File: config.mk
export PLATFORM = sky130hd
export DESIGN_NAME = mips_multicycle_ctrl
export DESIGN_NICKNAME = d
export VERILOG_FILES = /design/src/rtl/mips_multicycle_ctrl.sv
export SDC_FILE = /design/constraint.sdc
export NUM_CORES = 1
export LEC_CHECK = 0
export BUFFER_PORTS_ARGS = -buffer_cell sky130_fd_sc_hd__buf_2
export CAP_MARGIN = 20
export CORE_MARGIN = 5
export CORE_UTILIZATION = 43
export CTS_BUF_LIST = sky130_fd_sc_hd__clkbuf_2 sky130_fd_sc_hd__clkbuf_4 sky130_fd_sc_hd__clkbuf_8
export DETAILED_ROUTE_END_ITERATION = 10
export HOLD_SLACK_MARGIN = 0.12
export PLACE_DENSITY = 0.83
export SLEW_MARGIN = 25
export SYNTH_ARGS = -nofsm -noshare
export SYNTH_HDL_FRONTEND = slang
export SYNTH_SLANG_ARGS = --single-unit
File: constraint.sdc
create_clock -name clk -period 4 [get_ports clk]
set_input_delay 0.4 -clock clk [delete_from_list [all_inputs] [get_ports clk]]
set_output_delay 0.4 -clock clk [all_outputs]
set_load 0.02 [all_outputs]
File: src/rtl/mips_multicycle_ctrl.sv
// Multicycle MIPS control unit: sequences each instruction through the fetch/decode/execute/
// memory/writeback states and drives the ALU control code, datapath mux selects and write enables.
module mips_multicycle_ctrl #(
  parameter int OPW = 6,
  parameter int STW = 4
) (
  input  logic           clk,
  input  logic           reset_n,
  input  logic [OPW-1:0] Op,
  input  logic [OPW-1:0] Funct,
  input  logic           Zero,
  output logic [2:0]     ALUControl,
  output logic           ALUSrcA,
  output logic [1:0]     ALUSrcB,
  output logic [1:0]     PCSrc,
  output logic           PCEn,
  output logic           IorD,
  output logic           MemWrite,
  output logic           IRWrite,
  output logic           RegDst,
  output logic           MemtoReg,
  output logic           RegWrite,
  output logic           illegal,
  output logic [STW-1:0] state
);

  typedef enum logic [STW-1:0] {
    S_FETCH,
    S_DECODE,
    S_MEMADR,
    S_MEMRD,
    S_MEMWB,
    S_MEMWR,
    S_EXECUTE,
    S_ALUWB,
    S_BRANCH,
    S_ADDIEX,
    S_ADDIWB,
    S_JUMP
  } state_t;

  localparam logic [OPW-1:0] OP_LW   = OPW'(6'b100011);
  localparam logic [OPW-1:0] OP_SW   = OPW'(6'b101011);
  localparam logic [OPW-1:0] OP_RTYP = OPW'(6'b000000);
  localparam logic [OPW-1:0] OP_BEQ  = OPW'(6'b000100);
  localparam logic [OPW-1:0] OP_ADDI = OPW'(6'b001000);
  localparam logic [OPW-1:0] OP_J    = OPW'(6'b000010);

  localparam logic [OPW-1:0] FN_ADD = OPW'(6'b100000);
  localparam logic [OPW-1:0] FN_SUB = OPW'(6'b100010);
  localparam logic [OPW-1:0] FN_AND = OPW'(6'b100100);
  localparam logic [OPW-1:0] FN_OR  = OPW'(6'b100101);
  localparam logic [OPW-1:0] FN_SLT = OPW'(6'b101010);

  localparam logic [2:0] ALU_ADD = 3'b010;
  localparam logic [2:0] ALU_SUB = 3'b110;
  localparam logic [2:0] ALU_AND = 3'b000;
  localparam logic [2:0] ALU_OR  = 3'b001;
  localparam logic [2:0] ALU_SLT = 3'b111;

  state_t     state_reg, state_next;
  logic       illegal_reg, illegal_next;
  logic       funct_ok;
  logic [2:0] funct_alu;
  logic [2:0] alu_ctrl;
  logic       src_a, iord, reg_dst, mem_to_reg;
  logic [1:0] src_b, pc_src;
  logic       pc_write, branch, ir_write, mem_write, reg_write;

  always_ff @(posedge clk or negedge reset_n) begin
    if (!reset_n) begin
      state_reg   <= S_FETCH;
      illegal_reg <= 1'b0;
    end else begin
      state_reg   <= state_next;
      illegal_reg <= illegal_next;
    end
  end

  always_comb begin
    funct_ok  = 1'b1;
    funct_alu = ALU_ADD;
    case (Funct)
      FN_ADD:  funct_alu = ALU_ADD;
      FN_SUB:  funct_alu = ALU_SUB;
      FN_AND:  funct_alu = ALU_AND;
      FN_OR:   funct_alu = ALU_OR;
      FN_SLT:  funct_alu = ALU_SLT;
      default: funct_ok  = 1'b0;
    endcase
  end

  always_comb begin
    state_next   = S_FETCH;
    illegal_next = 1'b0;
    alu_ctrl     = ALU_ADD;
    src_a        = 1'b0;
    src_b        = 2'b00;
    pc_src       = 2'b00;
    pc_write     = 1'b0;
    branch       = 1'b0;
    iord         = 1'b0;
    ir_write     = 1'b0;
    mem_write    = 1'b0;
    reg_dst      = 1'b0;
    mem_to_reg   = 1'b0;
    reg_write    = 1'b0;
    case (state_reg)
      S_FETCH: begin
        ir_write   = 1'b1;
        src_b      = 2'b01;
        pc_write   = 1'b1;
        state_next = S_DECODE;
      end
      S_DECODE: begin
        // Branch target is precomputed here so BRANCH can use it from ALUOut.
        src_b = 2'b11;
        case (Op)
          OP_LW, OP_SW: state_next = S_MEMADR;
          OP_RTYP:      state_next = S_EXECUTE;
          OP_BEQ:       state_next = S_BRANCH;
          OP_ADDI:      state_next = S_ADDIEX;
          OP_J:         state_next = S_JUMP;
          default: begin
            state_next   = S_FETCH;
            illegal_next = 1'b1;
          end
        endcase
      end
      S_MEMADR: begin
        src_a      = 1'b1;
        src_b      = 2'b10;
        state_next = (Op == OP_LW) ? S_MEMRD : S_MEMWR;
      end
      S_MEMRD: begin
        iord       = 1'b1;
        state_next = S_MEMWB;
      end
      S_MEMWB: begin
        mem_to_reg = 1'b1;
        reg_write  = 1'b1;
        state_next = S_FETCH;
      end
      S_MEMWR: begin
        iord       = 1'b1;
        mem_write  = 1'b1;
        state_next = S_FETCH;
      end
      S_EXECUTE: begin
        src_a    = 1'b1;
        alu_ctrl = funct_alu;
        if (funct_ok) begin
          state_next = S_ALUWB;
        end else begin
          state_next   = S_FETCH;
          illegal_next = 1'b1;
        end
      end
      S_ALUWB: begin
        reg_dst    = 1'b1;
        reg_write  = 1'b1;
        state_next = S_FETCH;
      end
      S_BRANCH: begin
        src_a      = 1'b1;
        alu_ctrl   = ALU_SUB;
        pc_src     = 2'b01;
        branch     = 1'b1;
        state_next = S_FETCH;
      end
      S_ADDIEX: begin
        src_a      = 1'b1;
        src_b      = 2'b10;
        state_next = S_ADDIWB;
      end
      S_ADDIWB: begin
        reg_write  = 1'b1;
        state_next = S_FETCH;
      end
      S_JUMP: begin
        pc_src     = 2'b10;
        pc_write   = 1'b1;
        state_next = S_FETCH;
      end
      default: state_next = S_FETCH;
    endcase
  end

  // Enables are gated by reset_n so nothing writes while reset is held, even though FETCH is current.
  assign PCEn       = reset_n & (pc_write | (branch & Zero));
  assign IRWrite    = reset_n & ir_write;
  assign MemWrite   = reset_n & mem_write;
  assign RegWrite   = reset_n & reg_write;
  assign ALUControl = reset_n ? alu_ctrl : ALU_ADD;
  assign ALUSrcA    = src_a;
  assign ALUSrcB    = src_b;
  assign PCSrc      = pc_src;
  assign IorD       = iord;
  assign RegDst     = reg_dst;
  assign MemtoReg   = mem_to_reg;
  assign illegal    = illegal_reg;
  assign state      = state_reg;

endmodule

==> results <==
- The clock latency at the later pin of the worst-skew pair is 250 ps.
- TritonCTS built the clock tree.
- The tree built by TritonCTS fans out to 5 sinks.
- The highest layer touched by signal routing is met4.
- Setup total negative slack on the finished layout was measured at 0 ps.
- The total cell area at the placement stage is 734 µm².
- The finished cells cover 774 µm².
- The clock input transition at the sequential cells of the worst setup and hold paths is 50 ps.
- The floorplan step defined a core boundary enclosing 1270 µm².
- For the worst setup path, the data required time is 3600 ps.
- The number of antenna violations at the first check in global routing is 0.
- The root buffer selected by CTS is clkbuf_4.
- The number of slew-limit violations in the final report is 0.
- The share of the synthesized area in the top cell type is 22.1%.
- Of the available clock period, the critical path in the final layout requires 56.0%.
- The post-layout worst setup margin is 1760 ps.
- The worst max-slew margin expressed relative to the limit is 71.3%.
- Global routing used 15.7% of the available tracks across all layers.
- The proportion of synthesized chip area in sequential cells is 22.1%.
- The worst setup path is launched from a flop.
- The run finished with clean final reports.
- The post-placement cell count is 122.
- After floorplanning, the core was divided into 13 placement rows.
- The x dimension of the die is 46.3 µm.
- The worst setup path is captured at an output port.
- Synthesis produced a netlist whose cell count is 77.
- The detailed-route wire length on metal 1 is 693 µm.
- The reported max-cap violation count is 0.
- The worst register-to-register path has a depth of 4.
- Counting instances in the post-synthesis netlist gives the leading cell types as nor2_1, a21oi_1, nand2b_1, nor3_1, dfrtp_1.
- The class of the most critical hold timing path is in2async.
- The flip-flop count of the largest register, all copies and words added is 4.
- Setup repair after global routing left no endpoint under its margin.
- The worst setup slack for register-to-register paths is 2370 ps.
- After synthesis, the share of flip-flops with an asynchronous set or reset is 100%.
- By area the synthesized netlist is led by dfrtp_1, nor2_1, nand2b_1, a21oi_1, nor3_1.
- The die covers 2140 µm².
- Counting along the longest clock path gives a buffer depth of 2.
- After global routing the overflow that remains totals 0.
- For this run, the detailed router's first-pass iteration total came to 4.
- The startpoint-to-endpoint class of the critical path is reg2out.
- The top-level I/O count is 35.
- The number of unique standard cell types used by synthesis is 33.
- Detailed routing inserted a total of 687 vias.
- The detailed router finished its first iteration with 13 violations.
- 0 antenna diodes ended up in the layout.
- The number of cells in the finished layout apart from fillers is 127.
- The most frequently used cell type in the post-synthesis netlist is nor2_1.
- The fill cell total of the finished layout is 126.
- In the final layout, the share of cells above drive strength 1 is 36.6%.
- The per-instance average area after synthesis is 7.34 µm².
- The summed instance area of the synthesized netlist is 566 µm².
- After detailed routing, the number of remaining DRC violations is 0.
- Summed over all nets, wire length on met3 after detailed routing comes to 157 µm.
- Summed over all nets, wire length on met2 after detailed routing comes to 704 µm.
- In the final design database the tool counted 128 nets.
- The clock skew after layout is 1.85 ps.
- The chip height is 46.3 µm.
- The wire length of the first global-routing pass is 2.42 mm.
- Based on the critical path, the design can be clocked at up to 446 MHz.
- The startpoint of the worst register-to-register path is state[2].
- Entering global routing, the biggest net connects 16 pins.
- The detailed-route vias per instance is 5.41.
- Summed over all instances, the cell type with the most area after synthesis is dfrtp_1.
- In this run the power density over the cells is 464 nW/µm².
- Along the worst path, the maximum fanout reaches 15.
- The HPWL after detailed placement is 1.25 mm.
- The H-tree depth reported by CTS is 1.
- In this run the worst setup path begins at state[2].
- The number of gates resized after CTS was 0.
- The number of I/O port buffers is 34.
- The placement-stage worst setup slack is 2020 ps.
- The synthesized design contains 5 register bits.
- The slew at the pin closest to its max-slew limit is 431 ps.
- The total clock buffers created by CTS is 3.
- The time the worst path needs with I/O delays and setup is 2240 ps.
- After detailed routing, the average wire length per cell comes to 12.4 µm.
- The initial core utilization is 44.6%.
- The weighted congestion at the end of routability-driven global placement is 0.777.
- Summed over all cells, the static leakage comes to 0.370 nW.
- When the netlist entered floorplanning its net count stood at 92.
- Wires add up to 1.58 mm.
- The number of hold violations in the final report was 0.
- Compared with the post-synthesis result, the final layout area differs by 36.9%.
- The via count of the first global-routing pass is 591.
- The remaining antenna violation count is 0.
- The Yosys step of the flow raised 0 warnings.
- In this run the critical register-to-register path is captured at state[2].
- The most common flop cell mapped by yosys is dfrtp_1.
- Data on the critical path arrives at its endpoint at 1840 ps.
- VDD sags by at most 0.246 mV.
- Setup violations remaining at the end of the flow were counted as 0.
- The number of synthesized flops with an enable pin is 0.
## layer usage
metal / up-vias / global-route usage (%)
li1: 355 / -
met1: 293 / 20.6
met2: 36 / 24.2
met3: 3 / 2.73
met4: 0 / 8.52
met5: - / 0
## worst max-delay path by stage
stage / to / slack (ps) / cells past startpoint
3_3_place_gp: ALUControl[2] / 2070 / 5
5_1_grt: ALUControl[2] / 1580 / 5
6_report: ALUControl[2] / 1760 / 5
3_5_place_dp: ALUControl[2] / 2020 / 5
4_1_cts: ALUControl[2] / 1740 / 5
2_1_floorplan: PCEn / 1780 / 5
## critical path, stage by stage (launching register included)
cell      delay, ps
dfrtp_1         600
nand2b_1        240
nor4b_2         380
a21oi_1         110
nor2_1           90
buf_2           170
## repair_timing
action	4_1_cts	5_1_grt
hold buffers	1	0
endpoints found under the hold margin	5	0
buffers inserted	0	0
endpoints found under the setup margin	0	0
## cell usage in the layout, fill, tap and decap left out, drive strengths merged
master and instances:
a211o 1, a211oi 1, a21boi 1, a21oi 7
a22o 1, a22oi 1, a31oi 1, a41o 1
and3 1, buf 34, clkbuf 4, dfrtp 5
dlygate4sd3 1, inv 1, mux2i 2, nand2 4
nand2b 6, nand3 3, nand4 1, nor2 11
nor2b 2, nor3 6, nor3b 3, nor4 1
nor4b 1, o21ai 3, o21bai 1, o31ai 1
o32ai 1, or4 3, xnor2 2, xor2 1
## layout make-up
cell class,count,area (µm²),share of cell area [%]
clock buffers,4,30.0,3.88
inverters,1,3.75,0.485
multi-input cells,67,417,53.8
flip-flops and latches,5,125,16.2
well taps,15,18.8,2.42
repair buffers,35,180,23.3
## metrics by stage
step | hold slack, ps | util, % | power, mW
floorplan | 104 | - | 0.230
global placement | 242 | 57.9 | 0.291
detailed placement | 243 | 57.9 | 0.292
CTS | 512 | 61.0 | 0.363
global route | 537 | 61.0 | 0.386
finish | 517 | 61.0 | 0.360
## cells by family (layout without fill, tap and decap cells)
family,after synthesis,in the layout,synth area share [%]
xor+xnor,3,3,4.65
simple gates,42,42,42.5
flops,5,5,22.1
compound gates,20,20,23.0
mux,2,2,3.54
buf+inv,5,40,4.20
## where the power goes
part	internal [mW]	switching, mW
Combinational	0.0786	0.118
Clock	0.0447	0.0239
Sequential	0.0650	0.0296
(Power assumes the default switching activity.)
